## src/rtl/tmds_encoder_multi.sv

```systemverilog
// NUM_CH-channel DVI TMDS encoder: 2-stage pipeline with one running-disparity counter per channel.
// Define HDMI_ISLAND_EN to add i_mode/i_aux for TERC4 data-island and video guard-band periods.
module tmds_encoder_multi #(
   parameter int NUM_CH = 3,
   parameter int DISP_W = 5
) (
   input  logic                       i_clk,
   input  logic                       i_rst,
   input  logic [8*NUM_CH-1:0]        i_data,
   input  logic [2*NUM_CH-1:0]        i_ctrl,
   input  logic                       i_de,
`ifdef HDMI_ISLAND_EN
   input  logic [1:0]                 i_mode,
   input  logic [4*NUM_CH-1:0]        i_aux,
`endif
   output logic [10*NUM_CH-1:0]       o_tmds,
   output logic [DISP_W*NUM_CH-1:0]   o_disp
);

   typedef enum logic [1:0] {
      P_CTRL   = 2'b00,
      P_VIDEO  = 2'b01,
      P_ISLAND = 2'b10,
      P_GUARD  = 2'b11
   } period_t;

   localparam logic [9:0]              TOK_00    = 10'b1101010100;
   localparam logic signed [DISP_W-1:0] DISP_ZERO = '0;

   function automatic logic [3:0] popcount8(input logic [7:0] v);
      logic [3:0] n;
      n = '0;
      for (int unsigned i = 0; i < 8; i++) n = n + {3'b000, v[i]};
      return n;
   endfunction

   function automatic logic [9:0] ctrl_token(input logic [1:0] c);
      logic [9:0] t;
      case (c)
         2'b00:   t = 10'b1101010100;
         2'b01:   t = 10'b0010101011;
         2'b10:   t = 10'b0101010100;
         default: t = 10'b1010101011;
      endcase
      return t;
   endfunction

`ifdef HDMI_ISLAND_EN
   function automatic logic [9:0] terc4(input logic [3:0] n);
      logic [9:0] t;
      case (n)
         4'd0:    t = 10'b1010011100;
         4'd1:    t = 10'b1001100011;
         4'd2:    t = 10'b1011100100;
         4'd3:    t = 10'b1011100010;
         4'd4:    t = 10'b0101110001;
         4'd5:    t = 10'b0100011110;
         4'd6:    t = 10'b0110001110;
         4'd7:    t = 10'b0100111100;
         4'd8:    t = 10'b1011001100;
         4'd9:    t = 10'b0100111001;
         4'd10:   t = 10'b0110011100;
         4'd11:   t = 10'b1011000110;
         4'd12:   t = 10'b1010001110;
         4'd13:   t = 10'b1001110001;
         4'd14:   t = 10'b0101100011;
         default: t = 10'b1011000011;
      endcase
      return t;
   endfunction
`endif

   period_t in_period;
   period_t s1_period;

`ifdef HDMI_ISLAND_EN
   assign in_period = period_t'(i_mode);
`else
   assign in_period = i_de ? P_VIDEO : P_CTRL;
`endif

   always_ff @(posedge i_clk) begin
      if (i_rst) s1_period <= P_CTRL;
      else       s1_period <= in_period;
   end

   for (genvar k = 0; k < NUM_CH; k++) begin : g_ch
      localparam bit GUARD_HI = (k % 3) == 1;

      logic [7:0]               d;
      logic [8:0]               qm_d;
      logic [8:0]               s1_qm;
      logic [1:0]               s1_ctrl;
      logic [9:0]               sym_d;
      logic [9:0]               sym_q;
      logic signed [DISP_W-1:0] cnt_d;
      logic signed [DISP_W-1:0] cnt_q;
`ifdef HDMI_ISLAND_EN
      logic [3:0]               s1_aux;
`endif

      assign d = i_data[8*k +: 8];

      // Stage 1: transition-minimised word q_m
      always_comb begin
         logic [3:0] n1;
         logic       use_xnor;
         n1       = popcount8(d);
         use_xnor = (n1 > 4'd4) || ((n1 == 4'd4) && !d[0]);
         qm_d     = '0;
         qm_d[0]  = d[0];
         for (int unsigned i = 1; i < 8; i++)
            qm_d[i] = use_xnor ? ~(qm_d[i-1] ^ d[i]) : (qm_d[i-1] ^ d[i]);
         qm_d[8]  = ~use_xnor;
      end

      always_ff @(posedge i_clk) begin
         if (i_rst) begin
            s1_qm   <= '0;
            s1_ctrl <= '0;
`ifdef HDMI_ISLAND_EN
            s1_aux  <= '0;
`endif
         end else begin
            s1_qm   <= qm_d;
            s1_ctrl <= i_ctrl[2*k +: 2];
`ifdef HDMI_ISLAND_EN
            s1_aux  <= i_aux[4*k +: 4];
`endif
         end
      end

      // Stage 2: DC balance; bal = n1q - n0q of q_m[7:0]
      always_comb begin
         int         bal;
         int         delta;
         logic [7:0] q;
         logic       q8;
         q     = s1_qm[7:0];
         q8    = s1_qm[8];
         bal   = 2 * int'(popcount8(q)) - 8;
         delta = 0;
         sym_d = ctrl_token(s1_ctrl);
         cnt_d = '0;
         case (s1_period)
            P_VIDEO: begin
               if ((cnt_q == DISP_ZERO) || (bal == 0)) begin
                  sym_d = {~q8, q8, q8 ? q : ~q};
                  delta = q8 ? bal : -bal;
               end else if (((cnt_q > DISP_ZERO) && (bal > 0)) ||
                            ((cnt_q < DISP_ZERO) && (bal < 0))) begin
                  sym_d = {1'b1, q8, ~q};
                  delta = (q8 ? 2 : 0) - bal;
               end else begin
                  sym_d = {1'b0, q8, q};
                  delta = bal - (q8 ? 0 : 2);
               end
               cnt_d = cnt_q + DISP_W'(delta);
            end
`ifdef HDMI_ISLAND_EN
            P_ISLAND: sym_d = terc4(s1_aux);
            P_GUARD:  sym_d = GUARD_HI ? 10'b0100110011 : 10'b1011001100;
`endif
            default: ;
         endcase
      end

      always_ff @(posedge i_clk) begin
         if (i_rst) begin
            sym_q <= TOK_00;
            cnt_q <= '0;
         end else begin
            sym_q <= sym_d;
            cnt_q <= cnt_d;
         end
      end

      assign o_tmds[10*k +: 10]        = sym_q;
      assign o_disp[DISP_W*k +: DISP_W] = cnt_q;
   end

endmodule

```

## config.mk

```make
export PLATFORM = sky130hd
export DESIGN_NAME = tmds_encoder_multi
export DESIGN_NICKNAME = d
export VERILOG_FILES = /design/src/rtl/tmds_encoder_multi.sv
export SDC_FILE = /design/constraint.sdc
export NUM_CORES = 1
export LEC_CHECK = 0
export CAP_MARGIN = 40
export CORE_MARGIN = 3
export CORE_UTILIZATION = 55
export CTS_CLUSTER_DIAMETER = 60
export DETAILED_ROUTE_END_ITERATION = 7
export GPL_ROUTABILITY_DRIVEN = 0
export PLACE_DENSITY = 0.78
export REMOVE_ABC_BUFFERS = 1
export SLEW_MARGIN = 20
export SYNTH_ARGS = -nofsm -noshare
export SYNTH_HDL_FRONTEND = slang
export SYNTH_SLANG_ARGS = --single-unit
```

## constraint.sdc

```tcl
create_clock -name i_clk -period 7 [get_ports i_clk]
set_input_delay 1.4 -clock i_clk [delete_from_list [all_inputs] [get_ports i_clk]]
set_output_delay 1.4 -clock i_clk [all_outputs]
set_load 0.02 [all_outputs]
```

======== Word-level counts from Yosys, hierarchy flattened ========
Index checks and enable logic that the tools add are counted.
storage, ports and cells
  flip-flop bits (word level) ............. 80
  bits in latches ......................... 0
  bits in writable memories ............... 0
  ROM bits ................................ 0
  input bits .............................. 33
  output and inout port bits .............. 45
  logic and storage cells ................. 233
  memories ................................ 0
cells by class
  $add $sub $neg .......................... 57
  multipliers ............................. 0
  div/mod/pow operators ................... 0
  $lt $le $gt $ge ......................... 15
  eq/ne operators ......................... 10
  shift operators ......................... 0
  mux-type cells .......................... 55
  bitwise operators ....................... 52
  reduce and logical (&&, ||, !) cells .... 31
operators with widths
  cell                                                            number
  adder 4 x 1 -> 4 bit                                            24
  zero test 32 bit                                                3
  2-to-1 mux 10 bit                                               9
  case mux 10 bit (3 select lines)                                3
  2-to-1 mux 5 bit                                                12
  inverter 1 bit                                                  28
  adder 3 x 1 -> 4 bit                                            6
  2-to-1 mux 8 bit                                                3
  inverter 8 bit                                                  3
  2-to-1 mux 1 bit                                                22
  bitwise XOR 1 bit                                               21
  adder 2 x 1 -> 3 bit                                            6
  greater-than comparator 6 x 1 -> 1 bit (second input constant)  3
  less-than comparator 6 x 1 -> 1 bit (second input constant)     3
  subtractor 5 x 4 -> 6 bit (second input constant)               3
  adder 5 bit                                                     3
  greater-than comparator 5 x 1 -> 1 bit (second input constant)  3
  zero test 5 bit                                                 3
  less-than comparator 5 x 1 -> 1 bit (second input constant)     3
  negator 5 bit                                                   3
  subtractor 3 x 5 -> 5 bit                                       3
  subtractor 5 x 3 -> 5 bit                                       3
  adder 1 x 1 -> 2 bit                                            6
  equality test 4 x 3 -> 1 bit (second input constant)            3
  9 further kinds                                                 41

======== Logic depth before layout (Yosys ltp) ========
Gate-level depths: netlist of run 1.
  depth in word-level cells ............... 29
  mapped depth ............................ 22
  depth with buffers taken out ............ 21

======== Worst setup path after synthesis of run 1 ========
No wires, ideal clock.
  path kind ............................... reg2reg
  start point ............................. register g_ch[1].s1_qm[0]
  end point ............................... register g_ch[1].cnt_q[4]
  setup time .............................. 0.072 ns
  arrival time ............................ 5.177 ns
  required time ........................... 6.928 ns
  setup slack ............................. 1.751 ns
  stages on the path, launching flop included .. 22
  path buffers ............................ 1
  period minus slack after synthesis ...... 5.249 ns
  cells stage by stage .................... dfxtp_1 > inv_1 > fa_1 > fa_1 > fa_1 > inv_1 > ha_1 > fa_1 > xor2_1 > inv_1 > ha_1 > clkbuf_1 > o31ai_1 > nor2_1 > a211oi_1 > a21oi_1 > ha_1 > a21o_1 > a21oi_1 > xnor2_1 > or2_2 > mux2i_1
on the way
  cells in the longest elaborated chain, start to end .. 15
  elaborated cells between the ends (all ways) .. 23
  classes of those cells .................. 12 x add/sub; 2 x order compare; 4 x mux; 5 x reduce/logical
RTL lines
  item                                                                                                  RTL line  RTL
  from (decl)                                                                                           92        logic [8:0] s1_qm;
  from (signal assigned)                                                                                125       s1_qm <= qm_d;
  adder 1 x 1 -> 2 bit (*)                                                                              33        for (int unsigned i = 0; i < 8; i++) n = n + {3'b000, v[i]};
  adder 2 x 1 -> 3 bit (*)                                                                              33
  adder 3 x 1 -> 4 bit (*)                                                                              33
  adder 4 x 1 -> 4 bit (*) (4 in a row)                                                                 33
  subtractor 5 x 4 -> 6 bit (*)                                                                         141       bal = 2 * int'(popcount8(q)) - 8;
  greater-than comparator 6 x 1 -> 1 bit / less-than comparator 6 x 1 -> 1 bit (equally long branches)  150, 151
  logical AND 1 bit (on tied branches)                                                                  150, 151
  logical OR 1 bit                                                                                      150       end else if (((cnt_q > DISP_ZERO) && (bal > 0)) ||
  2-to-1 mux 5 bit                                                                                      150
  2-to-1 mux 5 bit (*)                                                                                  147       if ((cnt_q == DISP_ZERO) || (bal == 0)) begin
  2-to-1 mux 5 bit (*)                                                                                  145       case (s1_period)
  adder 5 bit (*)                                                                                       158       cnt_d = cnt_q + DISP_W'(delta);
  to (signal assigned)                                                                                  174       cnt_q <= cnt_d;
  to (decl)                                                                                             97        logic signed [DISP_W-1:0] cnt_q;
Mark *: on every way between the ends. The rest lies on a longest branch, timed or not. The select of a mux whose other input is x is not followed.
A chain may end at the register's enable or synchronous reset.

======== Worst setup path after layout of run 1 ========
Same ends and word-level chain as after synthesis.

==> impl_results.md, run 1 <==
* Status: completed
* First-pass GRT wire length at approximately 18,000 um
* CP Capture Type: register
* Post-Syn Instances at 596
* All-Layer GR Usage at 0.1995
* Hpwl dp at 8432 um
* CTS tree: built
* Tmin final at 5.584 ns
* Total core area at between 0.009 and 0.01 sq mm
* Cell variety after synth at 47
* Remaining DRCs at 0
* Hold Path Depth at 2
* Drt wl/cell at 12.96 um
* FMAX at 0.1791 GHz
* Filler Cell Count at 760
* Synth cell count leaders: inv_1, dfxtp_1, ha_1
* Worst Tran Pin Value at 0.6631 ns
* Worst r2r path cells at 20
* Synth top area cells: dfxtp_1, ha_1, fa_1, xnor2_1, inv_1
* Hold WS at 0.5710 ns
* Final nets at between 700 and 800
* CTS Sinks at 76
* # rows at 35
* Critical path launch point type: register
* Setup bufs post-CTS at 0
* Clock Latency Late Sink at 0.34 ns
* Slew margin rel. at 0.5545
* Via Count at 4,009
* Maxcap violations at 0
* CP Data Required Time at 7.28 ns
* Iter 0 DRT Violations at 112
* CTS Buf Count at 9
* Initial antenna violation count at 0
* Post-synthesis cell area at 0.005294 sq mm
* Share of layout cells above drive strength 1 at 0.04641
* Largest net degree at the start of global routing at 35
* Cell Count, Final, Fillers Out at 797
* Post-synthesis sequential area ratio at 0.2874
* Cts-stage hold buffer count at 0
* Vias in the first global route at 4,165
* Period utilization at 0.7977
* Synth Flop Type: dfxtp_1
* Initial Util at 0.5702
* Fraction of registers with async set or reset after synthesis at 0
* Fin Setup TNS at 0 ns
* RSZ-0062 raised after global routing: no
* Ys Warns at 0
* Avg Cell Area, Syn at a little under 9 sq um
* Crit-path max FO at 8
* Skew final at 0.009859 ns
* Hold Path Class: reg -> reg
* Antenna Nets Post-Route at 0
* Gates resized, CTS repair at 0
* Number of flops mapped to enable cells by yosys at 0
* Max Transition Viols Final at 0
* Leading area contributor after synthesis: dfxtp_1
* Wirelength, routed at 10,330 um
* Placed Cells at slightly below 800
* Worst Path Arrival at 5.86 ns
* I/O pin count at 78
* Final Hold Viols at 0
* Synth top area share at 0.2874
* # diodes at 0
* Top-count cell post-synth: inv_1
* Max Root-Sink Buffers at 2
* Die Y at 104.1 um
* Port bufs at 74
* Root buf cell: clkbuf_8
* Vias per Instance at a little over 5
* Die area at around 0.011 sq mm
* GR Overflow Total at 0
* Drt first pass iters at 5
* Area growth from synthesis to layout at 20.28%
* Die X at 104.1 um
* H-tree levels at 3
* CTS clk-pin slew, worst paths at 0.08 ns
* Setup CP Type: reg -> reg
* Number of synthesized register bits at 76
* Endpoints failing setup at 0
## cells in the final DEF, fill, tap and decap left out, types with 3 or more instances in the layout
cell type,count
a21o_1,9
xor2_1,25
fa_1,27
nand2_1,14
o22ai_1,7
dfxtp_1,76
a211oi_1,6
o21ai_0,13
a21oi_1,32
conb_1,3
o21ai_1,4
clkbuf_8,9
o211ai_1,3
nor3b_1,4
bufinv_16,3
nand3_1,7
inv_1,97
nor2_1,56
a31oi_1,3
clkdlybuf4s50_1,74
or2_2,8
mux2i_1,7
xnor2_1,53
and2_1,4
nand4_1,4
nor3_1,15
ha_1,63
nor2b_1,10
## cell families after synthesis
| group | Yosys count | share of synthesized area |
|---|---|---|
| compound gates | 89 | 0.1026 |
| xor+xnor | 78 | 0.1290 |
| fa+ha+maj | 90 | 0.2510 |
| buf+inv | 120 | 0.08934 |
| flops | 76 | 0.2874 |
| mux | 9 | 0.01820 |
| other cells | 1 | 0.0007084 |
| simple gates | 133 | 0.1217 |
## per-stage QoR
step                worst slack, ns  instance area, sq um  utilization
CTS                           1.405                  6367       0.6858
finish                        1.416                  6367       0.6858
global placement              1.645                  6110       0.6581
floorplan                     1.824                  5192            -
detailed placement            1.406                  6121       0.6593
global route                  1.005                  6367       0.6858
## state kept, by name, summed over array words and instances, names as in the netlist
name and count:
g_ch.s1_ctrl 6, g_ch.s1_qm 27, s1_period 1, g_ch.cnt_q 12, g_ch.sym_q 30
## routing by layer
metal / vias up / routed length [um] / global-route usage
li1: 2037 / - / -
met1: 1857 / 4470 / 0.2350
met2: 103 / 5242 / 0.3617
met3: 12 / 471 / 0.04283
met4: 0 / 146 / 0.06173
met5: - / 0 / 0
## worst max-delay path: stages, from the launching register on
cell and delay (ns):
dfxtp_1 0.35, inv_1 0.07, fa_1 0.56, fa_1 0.45, fa_1 0.49, inv_1 0.04, ha_1 0.19, fa_1 0.39
xor2_1 0.40, inv_1 0.15, ha_1 0.30, o31ai_1 0.55, nor2_1 0.09, a211oi_1 0.29, a21oi_1 0.07, ha_1 0.29
a21o_1 0.17, a21oi_1 0.16, xnor2_1 0.10, or2_2 0.27, mux2i_1 0.12
## area by class of cell
class,instances,area (sq um),share of cell area
multi-input cells,402,3307,0.5194
flip-flops and latches,76,1521,0.2389
clock buffers,9,123.9,0.01945
repair buffers,77,767.0,0.1205
well taps,129,161.4,0.02535
clock inverters,7,122.6,0.01926
inverters,97,364.1,0.05718
## final timing paths
check	start	slack, ns	endpoint
min	g_ch[0].s1_qm[5]	0.57	g_ch[0].sym_q[5]
min reg2reg	g_ch[0].s1_qm[5]	0.57	g_ch[0].sym_q[5]
max	g_ch[1].s1_qm[0]	1.42	g_ch[1].cnt_q[4]
max reg2reg	g_ch[1].s1_qm[0]	1.42	g_ch[1].cnt_q[4]
Power of run 1 is not shown: default switching activity piles up to over one toggle a cycle in this logic, so the estimate is an artifact.
==> run 2: changes to the inputs <==
--- a/config.mk
+++ b/config.mk
@@ -7,11 +7,11 @@
 export LEC_CHECK = 0
 export CAP_MARGIN = 40
 export CORE_MARGIN = 3
-export CORE_UTILIZATION = 55
+export CORE_UTILIZATION = 50
 export CTS_CLUSTER_DIAMETER = 60
 export DETAILED_ROUTE_END_ITERATION = 7
 export GPL_ROUTABILITY_DRIVEN = 0
-export PLACE_DENSITY = 0.78
+export PLACE_DENSITY = 0.74
 export REMOVE_ABC_BUFFERS = 1
 export SLEW_MARGIN = 20
 export SYNTH_ARGS = -nofsm -noshare
==> constraint.sdc (replaced) <==
create_clock -name i_clk -period 4.8 [get_ports i_clk]
set_input_delay 0.96 -clock i_clk [delete_from_list [all_inputs] [get_ports i_clk]]
set_output_delay 0.96 -clock i_clk [all_outputs]
set_load 0.02 [all_outputs]
==> impl_results.md, run 2 (synthesis results as in run 1) <==
* Die area at 0.01186 sq mm (+9.4%)
* Critical path launch point type: register
* CP max stage delay at 0.55 ns (about the same)
* Max Transition Viols Final at 0 (unchanged)
* Register name with the most flops: g_ch.sym_q
* GR Overflow Total at 0 (unchanged)
* Max Root-Sink Buffers at 2 (unchanged)
* FMAX at 0.2057 GHz (+15%)
* RSZ-0062 raised after global routing: yes
* # diodes at 0 (unchanged)
* Initial Util at 0.5270 (-0.04319)
* Antenna Nets Post-Route at 0 (unchanged)
* Tmin final at 4.860 ns (-0.7237 ns)
* Drt wl/cell at 14.43 um (+11%)
* Critical path's top delay family: adder cells
* Commonest non-fill, non-tap cells in the layout: inv_1, clkdlybuf4s50_1, dfxtp_1, nor2_1, ha_1
* CTS Buf Count at 9 (unchanged)
* Period utilization at 1.013 (+0.2149)
* CP bufs+invs at 4 (+1)
* CTS tree: built
* Largest net degree at the start of global routing at 41 (+17%)
* Die Y at 108.9 um (+4.6%)
* Skew final at 0.01333 ns (+0.003472 ns)
* Port bufs at 74 (unchanged)
* Cell chain of the critical path: inv_2 > fa_1 > fa_1 > fa_1 > inv_2 > ha_4 > fa_2 > xor2_4 > ha_2 > a21o_1 > o31ai_4 > buf_6 > mux2i_1 > o21ai_1 > xnor2_1 > ha_1 > a21oi_2 > xnor2_2 > buf_4 > nand2_1 > mux2i_1
* H-tree levels at 3 (unchanged)
* # rows at 36 (+2.9%)
* Initial antenna violation count at 0 (unchanged)
* Share of layout cells above drive strength 1 at 0.1739 (+0.1275)
* Cts-stage hold buffer count at 0 (unchanged)
* Vias per Instance at 5.105 (+1.5%)
* Hold Path Class: reg -> reg
* Remaining DRCs at 0 (unchanged)
* Die X at 108.9 um (+4.6%)
* Biggest regs: g_ch.sym_q x30, g_ch.s1_qm x27, g_ch.cnt_q x12
* Fin Setup TNS at -0.09437 ns (-0.09437 ns)
* Crit-path max FO at 3 (-5)
* Via Count at 4,319 (+7.7%)
* All-Layer GR Usage at 0.2091 (+0.009565)
* Worst Tran Pin Value at 0.8344 ns (+0.1713 ns)
* I/O pin count at 78 (unchanged)
* Hpwl dp at 9177 um (+8.8%)
* Final nets at 831 (+5.7%)
* Vias in the first global route at 4,421 (+6.1%)
* Setup ws final at -0.06030 ns (-1.476 ns)
* Endpoints failing setup at 2 (+2)
* CTS Sinks at 76 (unchanged)
* Setup CP Type: reg -> reg
* Iter 0 DRT Violations at 156 (+39%)
* Most common cell after layout, fill and taps aside: inv_1
* Area growth from synthesis to layout at 31.43%
* Status: finished, violations left
* Failing checks: setup timing
* Slowest cell on crit path: fa_1
* Drt first pass iters at 4 (-1)
* Slew margin rel. at 0.4395 (-0.1150)
* Worst path most repeated cell: fa_1
* Worst Path Arrival at 5.16 ns (-0.70 ns)
* Clock Latency Late Sink at 0.36 ns (+0.02 ns)
* CTS clk-pin slew, worst paths at 0.08 ns (about the same)
* Root buf cell: clkbuf_8
* Wirelength, routed at 12,200 um (+18%)
* CP Data Required Time at 5.10 ns (-2.18 ns)
* Largest register FFs at 30 (unchanged)
* Maxcap violations at 0 (unchanged)
* Total core area at 0.01004 sq mm (+8.2%)
* First-pass GRT wire length at 19,580 um (+8.4%)
* Placed inst area at 0.006362 sq mm (+3.9%)
* Final Hold Viols at 0 (unchanged)
* CP Capture Type: register
* Post-route design area at 0.006958 sq mm (+9.3%)
-- run 2: changes by cell type in the layout (fill, tap and decap cells not counted), moves of 5 or more --
cell / before / now
ha_1: 63 / 53
dfxtp_2: 0 / 5
buf_4: 2 / 45
a21oi_1: 32 / 26
dfxtp_1: 76 / 71
inv_2: 0 / 6
inv_1: 97 / 91
a21oi_2: 0 / 6
ha_2: 0 / 6
-- run 2: through the flow --
stage / setup WS (ns) / utilization / instances / hold WS, ns
global placement: -0.04931 / 0.6334 / 817 / 0.5566
floorplan: -0.3762 / - / 575 / 0.5136
CTS: -0.1467 / 0.6665 / 838 / 0.5720
finish: -0.06030 / 0.6927 / 846 / 0.5677
detailed placement: -0.2889 / 0.6334 / 817 / 0.5592
global route: -0.2990 / 0.6927 / 846 / 0.6007
-- run 2: final timing paths --
kind,slack [ns],cells past startpoint,endpoint,start
max,-0.06,21,g_ch[1].cnt_q[4],g_ch[1].s1_qm[3]
max reg2reg,-0.06,21,g_ch[1].cnt_q[4],g_ch[1].s1_qm[3]
min,0.57,2,g_ch[0].sym_q[5],g_ch[0].s1_qm[5]
min reg2reg,0.57,2,g_ch[0].sym_q[5],g_ch[0].s1_qm[5]
-- run 2: repair_timing --
action	in CTS	in global routing
pin swaps	13	28
gates resized for setup	25	41
setup endpoints to repair	3	7
setup buffers	5	9
-- run 2: metal layers --
metal	vias to the layer above	GRT usage	share of wire
met2	126	0.3697	0.51
met3	40	0.04381	0.049
met4	0	0.09919	0.033
met5	-	0	0
li1	2115	-	-
met1	2038	0.2395	0.41
-- run 2: layout make-up --
class                      count  area, sq um
multi-input combinational    402         3576
inverter                      97        364.1
clock buffer                  12        155.1
clock inverter                 4        47.55
sequential                    76         1528
fill                         765         3087
timing repair buffer         122         1121
tap                          133        166.4
-- run 2: tightest hold or removal path, stage by stage (launching register included) --
cell and delay (ns):
dfxtp_1 0.35, xnor2_1 0.12, a21oi_1 0.06
Power of run 2 is left out for the same reason.
